File: src/rtl/addsub_pkg.sv
// Shared types and helpers for the round-robin arbitrated add/sub unit.
// No ports; provides default sizing, the operation payload struct and
// the round-robin pointer successor function.
package addsub_pkg;

  localparam int unsigned ADDSUB_N   = 4;
  localparam int unsigned ADDSUB_R   = 4;
  localparam int unsigned ADDSUB_IDW = $clog2(ADDSUB_R);

  // One queued operation at the default sizing.
  typedef struct packed {
    logic [ADDSUB_N-1:0]   a;
    logic [ADDSUB_N-1:0]   b;
    logic                  sub;
    logic [ADDSUB_IDW-1:0] id;
  } addsub_op_t;

  // Pointer value after 'winner' has been served: one past it, wrapping at num_req.
  function automatic int unsigned rr_next(input int unsigned winner,
                                          input int unsigned num_req);
    int unsigned nxt;
    nxt = winner + 1;
    if (nxt >= num_req) nxt = 0;
    return nxt;
  endfunction

endpackage

File: src/rtl/adder_subtractor.sv
// Ripple-carry adder/subtractor, purely combinational.
// Ports: a, b (N-bit operands), sub (1 = a-b), sum_c (N-bit result mod 2^N),
//        cout_c (carry out; on subtraction 1 means no borrow).
module adder_subtractor #(
  parameter int unsigned N = 4
) (
  input  logic [N-1:0] a,
  input  logic [N-1:0] b,
  input  logic         sub,
  output logic [N-1:0] sum_c,
  output logic         cout_c
);

  logic [N-1:0] b_x;
  logic [N:0]   carry;

  // Subtraction is a + ~b + 1, the +1 entering as carry-in.
  always_comb begin
    b_x      = b ^ {N{sub}};
    carry    = '0;
    sum_c    = '0;
    carry[0] = sub;
    for (int i = 0; i < int'(N); i++) begin
      sum_c[i]   = a[i] ^ b_x[i] ^ carry[i];
      carry[i+1] = (a[i] & b_x[i]) | (carry[i] & (a[i] ^ b_x[i]));
    end
    cout_c = carry[N];
  end

endmodule

File: src/rtl/rr_arbiter.sv
// R-wide round-robin arbiter with a one-hot grant.
// Ports: clk, rst (async active-high), req (R requests), advance (commit the
//        current winner and move the pointer past it), grant_c (one-hot or
//        zero), winner_c (index of the granted requester).
module rr_arbiter
  import addsub_pkg::*;
#(
  parameter  int unsigned R   = 4,
  localparam int unsigned IDW = $clog2(R)
) (
  input  logic           clk,
  input  logic           rst,
  input  logic [R-1:0]   req,
  input  logic           advance,
  output logic [R-1:0]   grant_c,
  output logic [IDW-1:0] winner_c
);

  logic [IDW-1:0] ptr;
  logic [IDW:0]   pos;
  logic [IDW-1:0] idx;
  logic           found;

  // First asserted request scanning upward from ptr, wrapping at R.
  always_comb begin
    grant_c  = '0;
    winner_c = '0;
    found    = 1'b0;
    pos      = '0;
    idx      = '0;
    for (int k = 0; k < int'(R); k++) begin
      pos = {1'b0, ptr} + (IDW+1)'(k);
      if (pos >= (IDW+1)'(R)) pos = pos - (IDW+1)'(R);
      idx = IDW'(pos);
      if (!found && req[idx]) begin
        found        = 1'b1;
        grant_c[idx] = 1'b1;
        winner_c     = idx;
      end
    end
  end

  // Pointer moves only when the grant is actually taken.
  always_ff @(posedge clk or posedge rst) begin
    if (rst) begin
      ptr <= '0;
    end else if (advance) begin
      ptr <= IDW'(rr_next(32'(winner_c), R));
    end
  end

endmodule

File: src/rtl/addsub_rr_arbiter.sv
// Round-robin sharing of one adder_subtractor among R requesters through a
// two-stage pipeline (operand register, result register) with valid/ready on
// both sides and full backpressure.
// Ports: clk, rst (async active-high); req_valid/req_ready/req_a/req_b/req_sub
//        (per-requester request side, operands packed at [i*N +: N]);
//        rsp_valid/rsp_ready/rsp_sum/rsp_cout/rsp_id (response side).
// req_ready is combinational on req_valid and the pipeline state.
module addsub_rr_arbiter
  import addsub_pkg::*;
#(
  parameter  int unsigned N   = ADDSUB_N,
  parameter  int unsigned R   = ADDSUB_R,
  localparam int unsigned IDW = $clog2(R)
) (
  input  logic             clk,
  input  logic             rst,
  input  logic [R-1:0]     req_valid,
  output logic [R-1:0]     req_ready,
  input  logic [R*N-1:0]   req_a,
  input  logic [R*N-1:0]   req_b,
  input  logic [R-1:0]     req_sub,
  output logic             rsp_valid,
  input  logic             rsp_ready,
  output logic [N-1:0]     rsp_sum,
  output logic             rsp_cout,
  output logic [IDW-1:0]   rsp_id
);

  logic [R-1:0]   grant;
  logic [IDW-1:0] winner;
  logic           s1_free;
  logic           s2_free;
  logic           accept;

  logic [N-1:0]   sel_a;
  logic [N-1:0]   sel_b;
  logic           sel_sub;

  logic           op_valid;
  logic [N-1:0]   op_a;
  logic [N-1:0]   op_b;
  logic           op_sub;
  logic [IDW-1:0] op_id;

  logic [N-1:0]   alu_sum;
  logic           alu_cout;

  assign s2_free   = !rsp_valid || rsp_ready;
  assign s1_free   = !op_valid || s2_free;
  // Gated by rst so no request is acknowledged while the pipeline is held in reset.
  assign req_ready = grant & {R{s1_free}} & {R{!rst}};
  assign accept    = |req_ready;

  rr_arbiter #(.R(R)) u_arb (
    .clk      (clk),
    .rst      (rst),
    .req      (req_valid),
    .advance  (accept),
    .grant_c  (grant),
    .winner_c (winner)
  );

  // Operand mux for the current winner.
  always_comb begin
    sel_a   = '0;
    sel_b   = '0;
    sel_sub = 1'b0;
    for (int i = 0; i < int'(R); i++) begin
      if (winner == IDW'(i)) begin
        sel_a   = req_a[i*N +: N];
        sel_b   = req_b[i*N +: N];
        sel_sub = req_sub[i];
      end
    end
  end

  // Stage 1: operand register.
  always_ff @(posedge clk or posedge rst) begin
    if (rst) begin
      op_valid <= 1'b0;
      op_a     <= '0;
      op_b     <= '0;
      op_sub   <= 1'b0;
      op_id    <= '0;
    end else if (accept) begin
      op_valid <= 1'b1;
      op_a     <= sel_a;
      op_b     <= sel_b;
      op_sub   <= sel_sub;
      op_id    <= winner;
    end else if (s1_free) begin
      op_valid <= 1'b0;
    end
  end

  adder_subtractor #(.N(N)) u_alu (
    .a      (op_a),
    .b      (op_b),
    .sub    (op_sub),
    .sum_c  (alu_sum),
    .cout_c (alu_cout)
  );

  // Stage 2: result register, drives the response port directly.
  always_ff @(posedge clk or posedge rst) begin
    if (rst) begin
      rsp_valid <= 1'b0;
      rsp_sum   <= '0;
      rsp_cout  <= 1'b0;
      rsp_id    <= '0;
    end else if (op_valid && s2_free) begin
      rsp_valid <= 1'b1;
      rsp_sum   <= alu_sum;
      rsp_cout  <= alu_cout;
      rsp_id    <= op_id;
    end else if (s2_free) begin
      rsp_valid <= 1'b0;
    end
  end

endmodule

File: config.mk
export PLATFORM = sky130hd
export DESIGN_NAME = addsub_rr_arbiter
export DESIGN_NICKNAME = d
export VERILOG_FILES = /design/src/rtl/addsub_pkg.sv /design/src/rtl/adder_subtractor.sv /design/src/rtl/rr_arbiter.sv /design/src/rtl/addsub_rr_arbiter.sv
export SDC_FILE = /design/constraint.sdc
export NUM_CORES = 1
export LEC_CHECK = 0
export ABC_AREA = 1
export CAP_MARGIN = 20
export CORE_ASPECT_RATIO = 1.75
export CORE_UTILIZATION = 35
export DETAILED_ROUTE_END_ITERATION = 8
export PLACE_DENSITY_LB_ADDON = 0.25
export SYNTH_ARGS = -nofsm -noshare
export SYNTH_HDL_FRONTEND = slang
export SYNTH_SLANG_ARGS = --single-unit
File: constraint.sdc
create_clock -name clk -period 4.13 [get_ports clk]
set_input_delay 0.826 -clock clk [delete_from_list [all_inputs] [get_ports clk]]
set_output_delay 0.826 -clock clk [all_outputs]
set_load 0.03 [all_outputs]
==> Word-level counts from Yosys, hierarchy flattened <==
Cells that the tools add are included.
{ "word_totals": {"ff_bits": 22, "out_inout_bits": 12} }
{ "classes": {"add_sub_neg": 8, "n_lt_le_gt_ge": 13, "n_eq_ne": 3, "n_mux": 48, "n_bitwise": 26, "reduce_logical": 20} }
{ "ops": {"columns": ["operator", "n"], "rows": [
  ["4-bit two-way mux", 12],
  ["1-bit two-way mux", 19],
  ["2-bit two-way mux", 9],
  ["3-bit greater-or-equal comparator (second input constant)", 4],
  ["2-bit by 3-bit less-than comparator with 1-bit output (second input constant)", 4],
  ["4-bit OR", 3],
  ["1-bit bitwise AND", 8],
  ["4-bit bitwise AND", 2],
  ["1-bit binary-select mux with 2-bit select", 4],
  ["1-bit demux with 2-bit select", 4],
  ["2-bit by 1-bit greater-or-equal comparator with 1-bit output (second input constant)", 4],
  ["1-bit logical AND", 8],
  ["2-bit by 1-bit subtractor with 2-bit output (second input constant)", 4],
  ["1-bit bitwise XOR", 8],
  ["2-bit by 1-bit adder with 3-bit output (second input constant)", 2],
  ["2-bit by 2-bit adder with 3-bit output (second input constant)", 2],
  ["1-bit logical NOT", 6],
  ["2-bit == test (second input constant)", 2],
  ["1-bit OR", 4],
  ["2-bit nonzero test", 2],
  ["4-bit OR reduction", 1],
  ["4-bit bitwise XOR", 1],
  ["2-bit by 3-bit greater-or-equal comparator with 1-bit output (second input constant)", 1],
  ["2-bit by 1-bit == test with 1-bit output (second input constant)", 1],
  ["2 further kinds", 3]
]} }

==> Logic depth before layout (Yosys ltp) <==
{ "depth": {"ltp_word": 19, "mapped_depth": 21} }

==> Hierarchy <==
From an unflattened synthesis, not the netlist that was laid out.
{ "unflattened": {"hier_cells": 277, "area_unflattened_um2": 2011.9} }
{ "modules_own_cells": {"columns": ["module", "n_inst", "cells_per_inst", "area_each_um2"], "rows": [
  ["addsub_rr_arbiter", 1, 156, 1217.4],
  ["rr_arbiter", 1, 93, 640.6],
  ["adder_subtractor", 1, 28, 153.9]
]} }

==> Least setup slack after synthesis <==
Ideal clock, no wire load.
{ "synth_path": {"path_type": "flip-flop to flip-flop", "startpoint": "register u_arb.ptr[0]", "endpoint": "register op_a[2]", "arrival_ps": 2816, "path_slack_ps": 1197, "stages_incl_launch_ff": 20, "path_buffers": 2, "synth_period_minus_slack_ps": 2933, "cell_sequence": "dfrtp_1 > buf_6 > inv_6 > ha_1 > inv_1 > nand3_1 > nand2_2 > nand3_2 > nor2_1 > nand2_1 > o21ai_1 > ha_1 > clkbuf_1 > clkinv_1 > nand3_1 > nand2_1 > o21ai_0 > o21ai_0 > nand2_1 > nand2_1"} }
{ "synth_between": {"elab_chain_len": 19} }
{ "synth_rtl": {"columns": ["element", "line_no", "source"], "rows": [
  ["start: declaration", "rr_arbiter.sv:19", "logic [IDW-1:0] ptr;"],
  ["start signal: assignment", "rr_arbiter.sv:48", "ptr <= IDW'(rr_next(32'(winner_c), R));"],
  ["parallel branches: the longest is 13 deep, another holds 2-bit by 1-bit adder with 3-bit output", null, null],
  ["2-bit two-way mux *", "rr_arbiter.sv:35", "if (!found && req[idx]) begin"],
  ["via u_arb.winner_c[0]", "rr_arbiter.sv:16", "output logic [IDW-1:0] winner_c"],
  ["2-bit logical NOT", "addsub_rr_arbiter.sv:69", "if (winner == IDW'(i)) begin"],
  ["4-bit two-way mux (3 in series)", "addsub_rr_arbiter.sv:69", null],
  ["4-bit two-way mux *", "addsub_rr_arbiter.sv:69", null],
  ["end signal: assignment", "addsub_rr_arbiter.sv:87", "op_a <= sel_a;"],
  ["end: declaration", "addsub_rr_arbiter.sv:40", "logic [N-1:0] op_a;"]
]} }
Mark *: on every way through the listed nets, which the timed path passes. The select of a mux whose other input is x is not followed.
A chain may end at the register's enable or synchronous reset.

==> Worst setup path after layout <==
{ "layout_path": {"startpoint": "register u_arb.ptr[0]", "endpoint": "output port req_ready[0]"} }
{ "layout_between": {"elab_chain_len": 16} }
{ "layout_rtl": {"columns": ["element", "line_no", "source"], "rows": [
  ["parallel branches: the longest is 13 deep, another holds 2-bit by 1-bit adder with 3-bit output", null, null],
  ["4-bit two-way mux *", "rr_arbiter.sv:35", null],
  ["4-bit bitwise AND * (2 in series)", "addsub_rr_arbiter.sv:51", "assign req_ready = grant & {R{s1_free}} & {R{!rst}};"],
  ["end: declaration", "addsub_rr_arbiter.sv:18", "output logic [R-1:0] req_ready,"]
]} }
Mark *: on every way between the ends. The select of a mux whose other input is x is not followed.

==> reports/metrics.csv <==
stage;metric;value;unit
place;input/output buffers;54;
drt;Antenna Violating Nets Remaining;0;
place;routability-driven placement congestion ratio;0.8914;
timing;Final Setup Violations;0;
floorplanning;CORE AREA;5062;um^2
global_route;first-pass GRT wire length;7107;um
drt;DR pass1 iterations;6;
drt;routed vias;1758;
logic_synthesis;EDFF count, synth;0;
timing;worst hold margin;482.7;ps
hold_path;worst hold start;rsp_id[1];
run_status;run status;complete, but fails checks;
clock_network;TritonCTS clock tree;built;
logic_synthesis;synthesized flop and latch total;22;
logic_synthesis;Syn Inst Count;263;
logic_synthesis;yosys warns;0;
drt;vias per inst;4.777;
timing;fin crit share;0.9098;
final_layout;multi-input logic area;1165;um^2
clock_network;Post-CTS Resized;0;
clock_network;htree depth;1;
drt;WL final;4126;um
logic_synthesis;sequential element share of the synthesized area;0.2949;
timing;Hold Violations, Final;0;
hold_path;Hold Crit Depth;2;
final_layout;area occupied by registers;550.5;um^2
timing;Achievable Freq;266.1;MHz
timing;Worst Skew;1.156;ps
logic_synthesis;synth unique cells;29;
floorplanning;Core Rows;34;
drt;Routed WL per cell;11.21;um
clock_network;hold_buf cts;0;
timing;Final Max Slew Viols;0;
clock_network;worst skew pair latency;260;ps
timing;max_slew headroom;0.6720;
final_layout;Layout Nets;373;
final_layout;Finished Cell Area;2492;um^2
place;HPWL Detailed;3442;um
critical_path;Worst Reg-to-Reg Cells;19;
clock_network;clk sink count;22;
logic_synthesis;Async S/R FF share, synth;1.000;
floorplanning;Initial Util;0.3688;
logic_synthesis;Top FF cell, synth;dfrtp_1;
run_status;failing checks;DRC;
place;DP Area;2437;um^2
logic_synthesis;Synth Area in Simple Gates;0.3673;
logic_synthesis;Synth Area in Compound Gates;0.1146;
timing;setup TNS;0;ps
critical_path;WS Path Type;reg -> out;
critical_path;Worst Setup End Kind;primary output;
logic_synthesis;largest family of logic cells by synthesized area;simple AND/OR/NAND/NOR gates;
hold_path;min-delay worst type;reg -> reg;
final_layout;Finished Layout Cells;368;
timing;Slew @ Worst Pin;492.0;ps
logic_synthesis;Synth Net Count;321;
global_route;Remaining Overflow, GRT;0;
timing;RSZ-0062 raised after global routing;false;
global_route;vias in the first global route;1686;
clock_network;clk root buf;clkbuf_8;
critical_path;reg-to-reg startpoint;u_arb.ptr[0];
final_layout;Layout area overhead;33.51;%
floorplanning;Ports;55;
final_layout;layout cells sized above 1;0.08917;
hold_path;Hold Path End;rsp_id[1];
floorplanning;Die Span Y;98.61;um
run;max-cap violation count;0;
logic_synthesis;xor and xnor area share after synthesis;0.02346;
critical_path;setup slack, reg-to-reg;670;ps
global_route;global-route usage over all layers;0.1553;
clock_network;Post-CTS Setup Bufs;0;
clock_network;CTS Buf Count;3;
final_layout;ANT cells;0;
critical_path;CP arrival;2930;ps
global_route;initial antenna violation count;0;
logic_synthesis;syn_area_per_cell;7.098;um^2
floorplanning;DIE WIDTH;57.21;um
logic_synthesis;post-synthesis mux area share;0.006032;
drt;DR DRC count;2;
place;placed cells;364;
floorplanning;die area;5641;um^2
drt;Starting DRT DRC Count;47;
critical_path;Max Fanout on Critical Path;12;
logic_synthesis;Adder-Cell Fraction of Synth Area;0.1126;
critical_path;Worst setup SP type;register;
clock_network;Clk pin slew, worst setup/hold paths;70;ps
timing;Min Clock Period, post-route;3758;ps
clock_network;CTS Buffer Depth;2;
critical_path;Worst Path Required;3300;ps
logic_synthesis;Post-Syn Area;1867;um^2
critical_path;RR Endpoint;op_a[3];
global_route;largest net degree at the start of global routing;23;
final_layout;fillcell total;524;
==> synthesized netlist by cell type, drive strengths merged, types with 3 or more instances <==
cell	number	area, um^2
ha	12	150.1
inv	24	95.09
xor2	3	26.28
nand3	20	135.1
dfrtp	22	550.5
nand4	4	25.02
buf	4	33.78
o21ai	22	110.1
clkbuf	5	18.77
nor2	6	52.55
a21oi	12	60.06
nand2	116	473.0
fa	3	60.06
a21boi	5	37.54
==> metrics by stage <==
step	setup slack, ps	utilization
after floorplan	1197	-
after global placement	490.3	0.4815
after detailed placement	440.5	0.4815
after CTS	367.9	0.4923
after global routing	168.0	0.4923
final	372.5	0.4923
==> cell families (layout without fill, tap and decap cells) <==
| logic type | after synthesis | in the layout |
|---|---|---|
| DFF | 22 | 22 |
| AOI/OAI and AO/OA | 40 | 40 |
| adders and majority gates | 15 | 15 |
| xor gates and xnor gates | 5 | 5 |
| buffers and inverters | 34 | 85 |
| and+or+nand+nor | 146 | 146 |
| muxes | 1 | 1 |
==> registers in the layout, summed over array words and instances (netlist names) <==
signal / flops
op_b: 4
rsp_id: 2
op_a: 4
rsp_sum: 4
u_arb.ptr: 2
op_id: 2
rsp_valid: 1
rsp_cout: 1
op_valid: 1
op_sub: 1
==> routing by layer <==
metal | part of all wire | wire length, um | vias to the layer above | global-route usage
li1 | - | - | 937 | -
met1 | 0.40 | 1634 | 750 | 0.1729
met2 | 0.55 | 2267 | 64 | 0.2932
met3 | 0.041 | 168 | 7 | 0.01444
met4 | 0.013 | 55 | 0 | 0.06191
met5 | 0 | 0 | - | 0
==> final cells by class <==
type | count | area share
multi-input combinational | 207 | 0.4674
timing repair buffer | 56 | 0.2229
sequential | 22 | 0.2209
inverter | 25 | 0.03966
tap | 54 | 0.02711
clock buffer | 4 | 0.02209
==> worst max path at each step <==
stage / slack (ps) / end / start / depth (start not counted)
2_1_floorplan: 1200 / op_a[2] / u_arb.ptr[0] / 19
3_3_place_gp: 490 / req_ready[0] / req_valid[3] / 11
3_5_place_dp: 440 / op_a[3] / req_valid[3] / 17
4_1_cts: 370 / req_ready[0] / u_arb.ptr[0] / 12
5_1_grt: 170 / req_ready[0] / u_arb.ptr[0] / 12
6_report: 370 / req_ready[0] / u_arb.ptr[0] / 12
==> placed cells by master, fill, tap and decap left out, drive strengths merged, types with 2 or more instances in the layout <==
cell           Yosys  routed
a21boi             5       5
a21oi             12      12
buf                4       2
clkbuf             5       4
clkdlybuf4s50      0      54
dfrtp             22      22
fa                 3       3
ha                12      12
inv               24      24
nand2            116     116
nand3             20      20
nand4              4       4
nor2               6       6
o21ai             22      22
xnor2              2       2
xor2               3       3
==> worst max-delay path, cell delays in order (launching register included) <==
cell             delay (ps)
dfrtp_1                 650
inv_6                   110
ha_1                    380
inv_1                   120
nand3_1                  90
nand2_2                 110
nand3_2                 110
nor2_4                  130
nand2_1                  70
nand3_1                 100
nand2_1                  70
inv_1                    60
clkdlybuf4s50_1         660
Power is left out: the tool's default activity adds up to more than one toggle a clock period on the data nets, which glitch-free logic cannot reach.
